===== src/rtl/hw_ctrl_seq.sv =====
// Hardwired controller for the teaching CPU: beat generator, console mode latch,
// multi-register console transfers and a single-level interrupt handshake.
module hw_ctrl_seq #(
    parameter int RSEL_W = 2,
    parameter bit INT_EN = 1'b1
) (
    input  logic                  T3,
    input  logic                  CLR,
    input  logic [2:0]            SW,
    input  logic [3:0]            IR,
    input  logic                  C,
    input  logic                  Z,
    input  logic                  INTR,
    output logic [2:0]            W,
    output logic                  ST0,
    output logic                  DRW,
    output logic                  LPC,
    output logic                  PCINC,
    output logic                  PCADD,
    output logic                  LAR,
    output logic                  ARINC,
    output logic                  LIR,
    output logic                  LDZ,
    output logic                  LDC,
    output logic                  CIN,
    output logic                  M,
    output logic                  MEMW,
    output logic                  ABUS,
    output logic                  SBUS,
    output logic                  MBUS,
    output logic                  SELCTL,
    output logic                  STOP,
    output logic [3:0]            S,
    output logic [2*RSEL_W-1:0]   SEL,
    output logic                  INTA,
    output logic                  LVEC
);

    typedef enum logic [2:0] {
        BEAT_W1 = 3'b001,
        BEAT_W2 = 3'b010,
        BEAT_W3 = 3'b100
    } beat_e;

    localparam logic [2:0] MODE_FETCH = 3'b000;
    localparam logic [2:0] MODE_WMEM  = 3'b001;
    localparam logic [2:0] MODE_RMEM  = 3'b010;
    localparam logic [2:0] MODE_RREG  = 3'b011;
    localparam logic [2:0] MODE_WREG  = 3'b100;

    localparam logic [3:0] OP_ADD = 4'b0001, OP_SUB = 4'b0010, OP_AND = 4'b0011;
    localparam logic [3:0] OP_INC = 4'b0100, OP_LD  = 4'b0101, OP_ST  = 4'b0110;
    localparam logic [3:0] OP_JC  = 4'b0111, OP_JZ  = 4'b1000, OP_JMP = 4'b1001;
    localparam logic [3:0] OP_OR  = 4'b1010, OP_CMP = 4'b1011, OP_MOV = 4'b1100;
    localparam logic [3:0] OP_OUT = 4'b1101, OP_STP = 4'b1110, OP_EI  = 4'b1111;

    beat_e             beat;
    beat_e             beat_nxt;
    logic [2:0]        mode;
    logic              mode_vld;
    logic              ien;
    logic              intp;
    logic              halt;
    logic [RSEL_W-1:0] rc;
    logic [RSEL_W-1:0] rc_p1;
    logic              short_beat;
    logic              long_beat;
    logic              exec_ok;
    logic              stp_beat;
    logic              ei_beat;
    logic              last_beat;

    assign W     = beat;
    assign rc_p1 = rc + RSEL_W'(1);

    assign exec_ok   = mode_vld && !halt && (mode == MODE_FETCH) && ST0;
    assign stp_beat  = exec_ok && (beat == BEAT_W2) && (IR == OP_STP);
    assign ei_beat   = INT_EN && exec_ok && (beat == BEAT_W2) && (IR == OP_EI);
    assign last_beat = exec_ok && (((beat == BEAT_W2) && !long_beat) || (beat == BEAT_W3));

    // Strobe decode from the registered beat/phase/mode state
    always_comb begin
        {DRW, LPC, PCINC, PCADD, LAR, ARINC, LIR, LDZ, LDC} = '0;
        {CIN, M, MEMW, ABUS, SBUS, MBUS, SELCTL}            = '0;
        STOP       = 1'b0;
        S          = 4'b1111;
        SEL        = '0;
        INTA       = 1'b0;
        LVEC       = 1'b0;
        short_beat = 1'b0;
        long_beat  = 1'b0;
        if (!mode_vld) begin
            STOP = 1'b1;
            S    = 4'b0000;
        end else if (halt) begin
            STOP = 1'b1;
        end else begin
            case (mode)
                MODE_FETCH: begin
                    case (beat)
                        BEAT_W1: begin
                            if (INT_EN && intp) begin
                                INTA = 1'b1; LVEC = 1'b1; short_beat = 1'b1;
                            end else if (!ST0) begin
                                LPC = 1'b1; SBUS = 1'b1; short_beat = 1'b1;
                            end else begin
                                LIR = 1'b1; PCINC = 1'b1;
                            end
                        end
                        BEAT_W2: begin
                            case (IR)
                                OP_ADD: begin S = 4'b1001; CIN = 1'b1; ABUS = 1'b1; DRW = 1'b1; LDZ = 1'b1; LDC = 1'b1; end
                                OP_SUB: begin S = 4'b0110; ABUS = 1'b1; DRW = 1'b1; LDZ = 1'b1; LDC = 1'b1; end
                                OP_AND: begin S = 4'b1011; M = 1'b1; ABUS = 1'b1; DRW = 1'b1; LDZ = 1'b1; end
                                OP_INC: begin S = 4'b0000; ABUS = 1'b1; DRW = 1'b1; LDZ = 1'b1; LDC = 1'b1; end
                                OP_LD:  begin S = 4'b1010; M = 1'b1; ABUS = 1'b1; LAR = 1'b1; long_beat = 1'b1; end
                                OP_ST:  begin S = 4'b1111; M = 1'b1; ABUS = 1'b1; LAR = 1'b1; long_beat = 1'b1; end
                                OP_JC:  PCADD = C;
                                OP_JZ:  PCADD = Z;
                                OP_JMP: begin S = 4'b1111; M = 1'b1; ABUS = 1'b1; LPC = 1'b1; end
                                OP_OR:  begin S = 4'b1110; M = 1'b1; ABUS = 1'b1; DRW = 1'b1; LDZ = 1'b1; end
                                OP_CMP: begin S = 4'b0110; LDZ = 1'b1; LDC = 1'b1; end
                                OP_MOV: begin S = 4'b1010; M = 1'b1; ABUS = 1'b1; DRW = 1'b1; end
                                OP_OUT: begin S = 4'b1010; M = 1'b1; ABUS = 1'b1; end
                                OP_STP: STOP = 1'b1;
                                default: ;
                            endcase
                        end
                        BEAT_W3: begin
                            case (IR)
                                OP_LD:   begin MBUS = 1'b1; DRW = 1'b1; end
                                OP_ST:   begin S = 4'b1010; M = 1'b1; ABUS = 1'b1; MEMW = 1'b1; end
                                default: ;
                            endcase
                        end
                        default: ;
                    endcase
                end
                MODE_WMEM: begin
                    SELCTL = 1'b1; STOP = 1'b1; short_beat = 1'b1; SBUS = 1'b1;
                    if (!ST0) LAR = 1'b1;
                    else begin MEMW = 1'b1; ARINC = 1'b1; end
                end
                MODE_RMEM: begin
                    SELCTL = 1'b1; STOP = 1'b1; short_beat = 1'b1;
                    if (!ST0) begin LAR = 1'b1; SBUS = 1'b1; end
                    else begin MBUS = 1'b1; ARINC = 1'b1; end
                end
                MODE_WREG: begin
                    SELCTL = 1'b1; STOP = 1'b1; short_beat = 1'b1;
                    SBUS = 1'b1; DRW = 1'b1; SEL = {rc, rc};
                end
                MODE_RREG: begin
                    SELCTL = 1'b1; STOP = 1'b1; short_beat = 1'b1;
                    SEL = {rc, rc_p1};
                end
                default: begin
                    SELCTL = 1'b1; STOP = 1'b1; short_beat = 1'b1;
                end
            endcase
        end
    end

    always_comb begin
        case (beat)
            BEAT_W1: beat_nxt = short_beat ? BEAT_W1 : BEAT_W2;
            BEAT_W2: beat_nxt = long_beat ? BEAT_W3 : BEAT_W1;
            default: beat_nxt = BEAT_W1;
        endcase
    end

    // Sequencer state: the first edge after reset only latches the console mode
    always_ff @(posedge T3 or posedge CLR) begin
        if (CLR) begin
            beat     <= BEAT_W1;
            ST0      <= 1'b0;
            mode     <= MODE_FETCH;
            mode_vld <= 1'b0;
            ien      <= 1'b0;
            intp     <= 1'b0;
            halt     <= 1'b0;
            rc       <= '0;
        end else if (!mode_vld) begin
            mode     <= SW;
            mode_vld <= 1'b1;
        end else if (!halt) begin
            if (stp_beat) begin
                halt <= 1'b1;
                intp <= 1'b0;
            end else begin
                beat <= beat_nxt;
                case (mode)
                    MODE_FETCH: begin
                        if (beat == BEAT_W1 && !ST0) ST0 <= 1'b1;
                        if (beat == BEAT_W1 && intp) begin
                            intp <= 1'b0;
                            ien  <= 1'b0;
                        end
                        if (ei_beat) ien <= 1'b1;
                        // EI itself never opens the window; its successor must complete first
                        if (INT_EN && last_beat && ien && INTR && (IR != OP_EI)) intp <= 1'b1;
                    end
                    MODE_WMEM, MODE_RMEM: if (!ST0) ST0 <= 1'b1;
                    MODE_WREG: rc <= rc_p1;
                    MODE_RREG: rc <= rc + RSEL_W'(2);
                    default: ;
                endcase
            end
        end
    end

endmodule


===== config.mk =====
export PLATFORM = sky130hd
export DESIGN_NAME = hw_ctrl_seq
export DESIGN_NICKNAME = d
export VERILOG_FILES = /design/src/rtl/hw_ctrl_seq.sv
export SDC_FILE = /design/constraint.sdc
export NUM_CORES = 1
export LEC_CHECK = 0
export BUFFER_PORTS_ARGS = -buffer_cell sky130_fd_sc_hd__clkbuf_2
export CORE_ASPECT_RATIO = 0.5
export CORE_MARGIN = 5
export CORE_UTILIZATION = 25
export DETAILED_ROUTE_END_ITERATION = 7
export SKIP_CTS_REPAIR_TIMING = 1
export SLEW_MARGIN = 20
export SYNTH_ARGS = -nofsm -noshare
export SYNTH_HDL_FRONTEND = slang
export SYNTH_SLANG_ARGS = --single-unit
export TNS_END_PERCENT = 100

===== constraint.sdc =====
create_clock -name T3 -period 4.9 [get_ports T3]
set_clock_uncertainty 0.1 [all_clocks]
set_input_delay 0.49 -clock T3 [delete_from_list [all_inputs] [get_ports T3]]
set_output_delay 0.49 -clock T3 [all_outputs]
set_load 0.05 [all_outputs]

==> results.sh <==
export IMPL_status="completed"
export IMPL_ios=43
export IMPL_drt_initial_drc_count=41
export IMPL_drive_gt1_frac=0.286
export IMPL_cp_startpoint="mode[2]"
export IMPL_clkSinkCount=13
export IMPL_fp_dieH_um=61.5
export IMPL_antenna_found_initial=0
export IMPL_r2r_end="W[1]"
export IMPL_yosys_top_cells_area="dfrtp_1 23%, xnor2_1 4.0%, a21oi_1 3.8%"
export IMPL_crit_path_end_kind="output port"
export IMPL_cts_max_level=1
export IMPL_rsz0062_at_grt="false"
export IMPL_synth_nets=182
export IMPL_cts_root_buf="clkbuf_8"
export IMPL_synth_cell_type_count=55
export IMPL_wl_per_cell_um=13.7
export IMPL_dp_slack_ns=2.08
export IMPL_synthFlopType="dfrtp_1"
export IMPL_fmax_ghz=0.331
export IMPL_drv_cap=0
export IMPL_grt_pass1_wl_mm=5.93
export IMPL_crit_family="simple AND/OR/NAND/NOR gates"
export IMPL_grt_pass1_vias=1196
export IMPL_crit_arrival_ns=2.43
export IMPL_antenna_cells=0
export IMPL_reg2reg_slack_ns=2.73
export IMPL_yosys_warnings=0
export IMPL_overflow=0
export IMPL_synthCells=170
export IMPL_r2r_start="mode[2]"
export IMPL_hpwl_mm=2.83
export IMPL_tns_ns=0
export IMPL_report_final_hold_viol_count=0
export IMPL_coreArea_mm2=0.00502
export IMPL_grt_max_degree=20
export IMPL_drt_wl_total_mm=3.68
export IMPL_critical_path_required_ns=4.31
export IMPL_p_leak_nw=0.662
export IMPL_utilization=0.315
export IMPL_crit_path_start_kind="flop"
export IMPL_criticalPathCategory="reg2out"
export IMPL_rr_worst_depth=4
export IMPL_initial_core_util=0.264
export IMPL_final_nets=212
export IMPL_worst_slack_ns=1.88
export IMPL_fillers=540
export IMPL_grtUsageMet3=0.00785
export IMPL_clk_pin_slew_ns=0.05
export IMPL_die_area_mm2=0.00694
export IMPL_top_usage_layer="met2"
export IMPL_finalCriticalPeriod_ns=3.02
export IMPL_die_x_um=113
export IMPL_critPathBufInv=1
export IMPL_gp_congestion=0.856
export IMPL_routed_via_density=4.97
export IMPL_drv_slew=0
export IMPL_grt_usage=0.105
export IMPL_final_setup_viol_count=0
export IMPL_ys_ff_latch=13
export IMPL_crit_path_max_incr_delay_ns=0.57
export IMPL_cts_buffers=3
export IMPL_powerDensity_mw_per_mm2=251
export IMPL_synth_area_leader_cell="dfrtp_1"
export IMPL_post_route_period_util=0.616
export IMPL_crit_path_end="LAR"
export IMPL_path_depth=5
export IMPL_crit_fanout=19
export IMPL_postRouteAntennaNets=0
export IMPL_clk_path_buf_depth=2
export IMPL_cts_tree="done"
export IMPL_remaining_drc_errors=0
export IMPL_num_vias=1337
export IMPL_maxSlewHeadroom=0.573
export IMPL_met2_usage=0.172
export IMPL_yosysSeqAreaShare=0.246
export IMPL_synth_area_per_cell_um2=7.79
export IMPL_worstSkewPairLatency_ns=0.24
export IMPL_rows=18
export IMPL_syn_cell_area_mm2=0.00133
export IMPL_synth_top_area_frac=0.227
export IMPL_slowest_stage="dfrtp_1"
export IMPL_first_pass_iters=4
export IMPL_tightest_slew_ns=0.624
export IMPL_portBuffers=42
export IMPL_ir_worst_vdd_mv=0.0855
export IMPL_synthArstFlopShare=1.00
export IMPL_path_cells="or3_4 > nor4_2 > nor2_1 > nor4b_2 > clkbuf_2"
export IMPL_area_delta_synth_final_pct=19.3
export IMPL_synth_edff_count=0
export IMPL_ys_top_cells_by_count="12 x dfrtp_1, 12 x nand2_1, 12 x nor2_1, 10 x a21oi_1, 10 x clkbuf_1"
export IMPL_hold_class="in2async"
export IMPL_use_met1=0.147
-- sequential cells by signal, summed over array words and instances (netlist names) --
signal,count
W,3
mode,3
rc,2
ST0,1
halt,1
ien,1
intp,1
mode_vld,1
-- layer usage --
layer,routed length (µm),up-vias,share of wire
met3,141,6,0.038
li1,-,674,-
met5,0,-,0
met2,1670,32,0.45
met4,56,0,0.015
met1,1820,625,0.49
-- cells by family (layout without fill, tap and decap cells) --
family / after synthesis / count (layout) / synth area share
AOI/OAI and AO/OA: 42 / 42 / 0.209
buffers and inverters: 23 / 52 / 0.0831
other: 1 / 1 / 0.00283
and+or+nand+nor: 78 / 78 / 0.363
adders and majority gates: 1 / 1 / 0.00755
xor gates and xnor gates: 7 / 7 / 0.0463
muxes: 5 / 5 / 0.0425
DFF: 13 / 13 / 0.246
-- worst min path at each step --
stage / end / slack, ns / cells past startpoint
2_1_floorplan: ST0 / 0.27 / 1
3_3_place_gp: ien / 0.40 / 2
3_5_place_dp: ien / 0.41 / 2
4_1_cts: mode[1] / 0.15 / 2
5_1_grt: mode[1] / 0.18 / 2
6_report: mode[1] / 0.14 / 2
-- worst reg2reg max path, cell delays in order (launching register included) --
cell and delay [ns]:
dfrtp_1 0.57, or3_4 0.53, nor4_4 0.42, nor2_2 0.10, mux2_1 0.33
-- area by class of cell --
type / instances / area (µm²) / area share
clock buffers: 4 / 45.0 / 0.0285
well taps: 70 / 87.6 / 0.0554
repair buffers: 42 / 210 / 0.133
inverters: 6 / 22.5 / 0.0143
flip-flops and latches: 13 / 327 / 0.207
multi-input cells: 134 / 888 / 0.562
-- power by group --
group | switching [mW] | internal (mW)
clock network | 0.0341 | 0.0571
registers | 0.0311 | 0.128
logic | 0.0960 | 0.0512
total | 0.161 | 0.236
-- placed cells by master (no fill, tap or decap), types with 2 or more instances in the layout --
cell      count
clkbuf_2     42
dfrtp_1      12
nor2_1       12
nand2_1      12
a21oi_1      10
o21ai_0       8
nor3_1        7
inv_1         6
nand2b_1      6
xnor2_1       6
nor2b_1       5
o22ai_1       5
nor3b_1       4
nand3_1       4
a21boi_0      4
nor4_1        4
mux2_2        3
nand3b_1      3
and2_1        3
nor4b_1       3
clkbuf_8      3
and3_1        2
mux2_1        2
o21a_1        2
a211oi_1      2
o31ai_1       2
-- per-stage QoR --
step	hold slack, ns	cell area, µm²	power (mW)	instances
2_1_floorplan	0.266	1330	0.275	170
4_1_cts	0.149	1580	0.402	269
6_report	0.136	1580	0.397	269
3_3_place_gp	0.405	1540	0.305	265
5_1_grt	0.176	1580	0.425	269
3_5_place_dp	0.408	1540	0.308	265
Note: power is estimated with default switching activity, not from simulation.
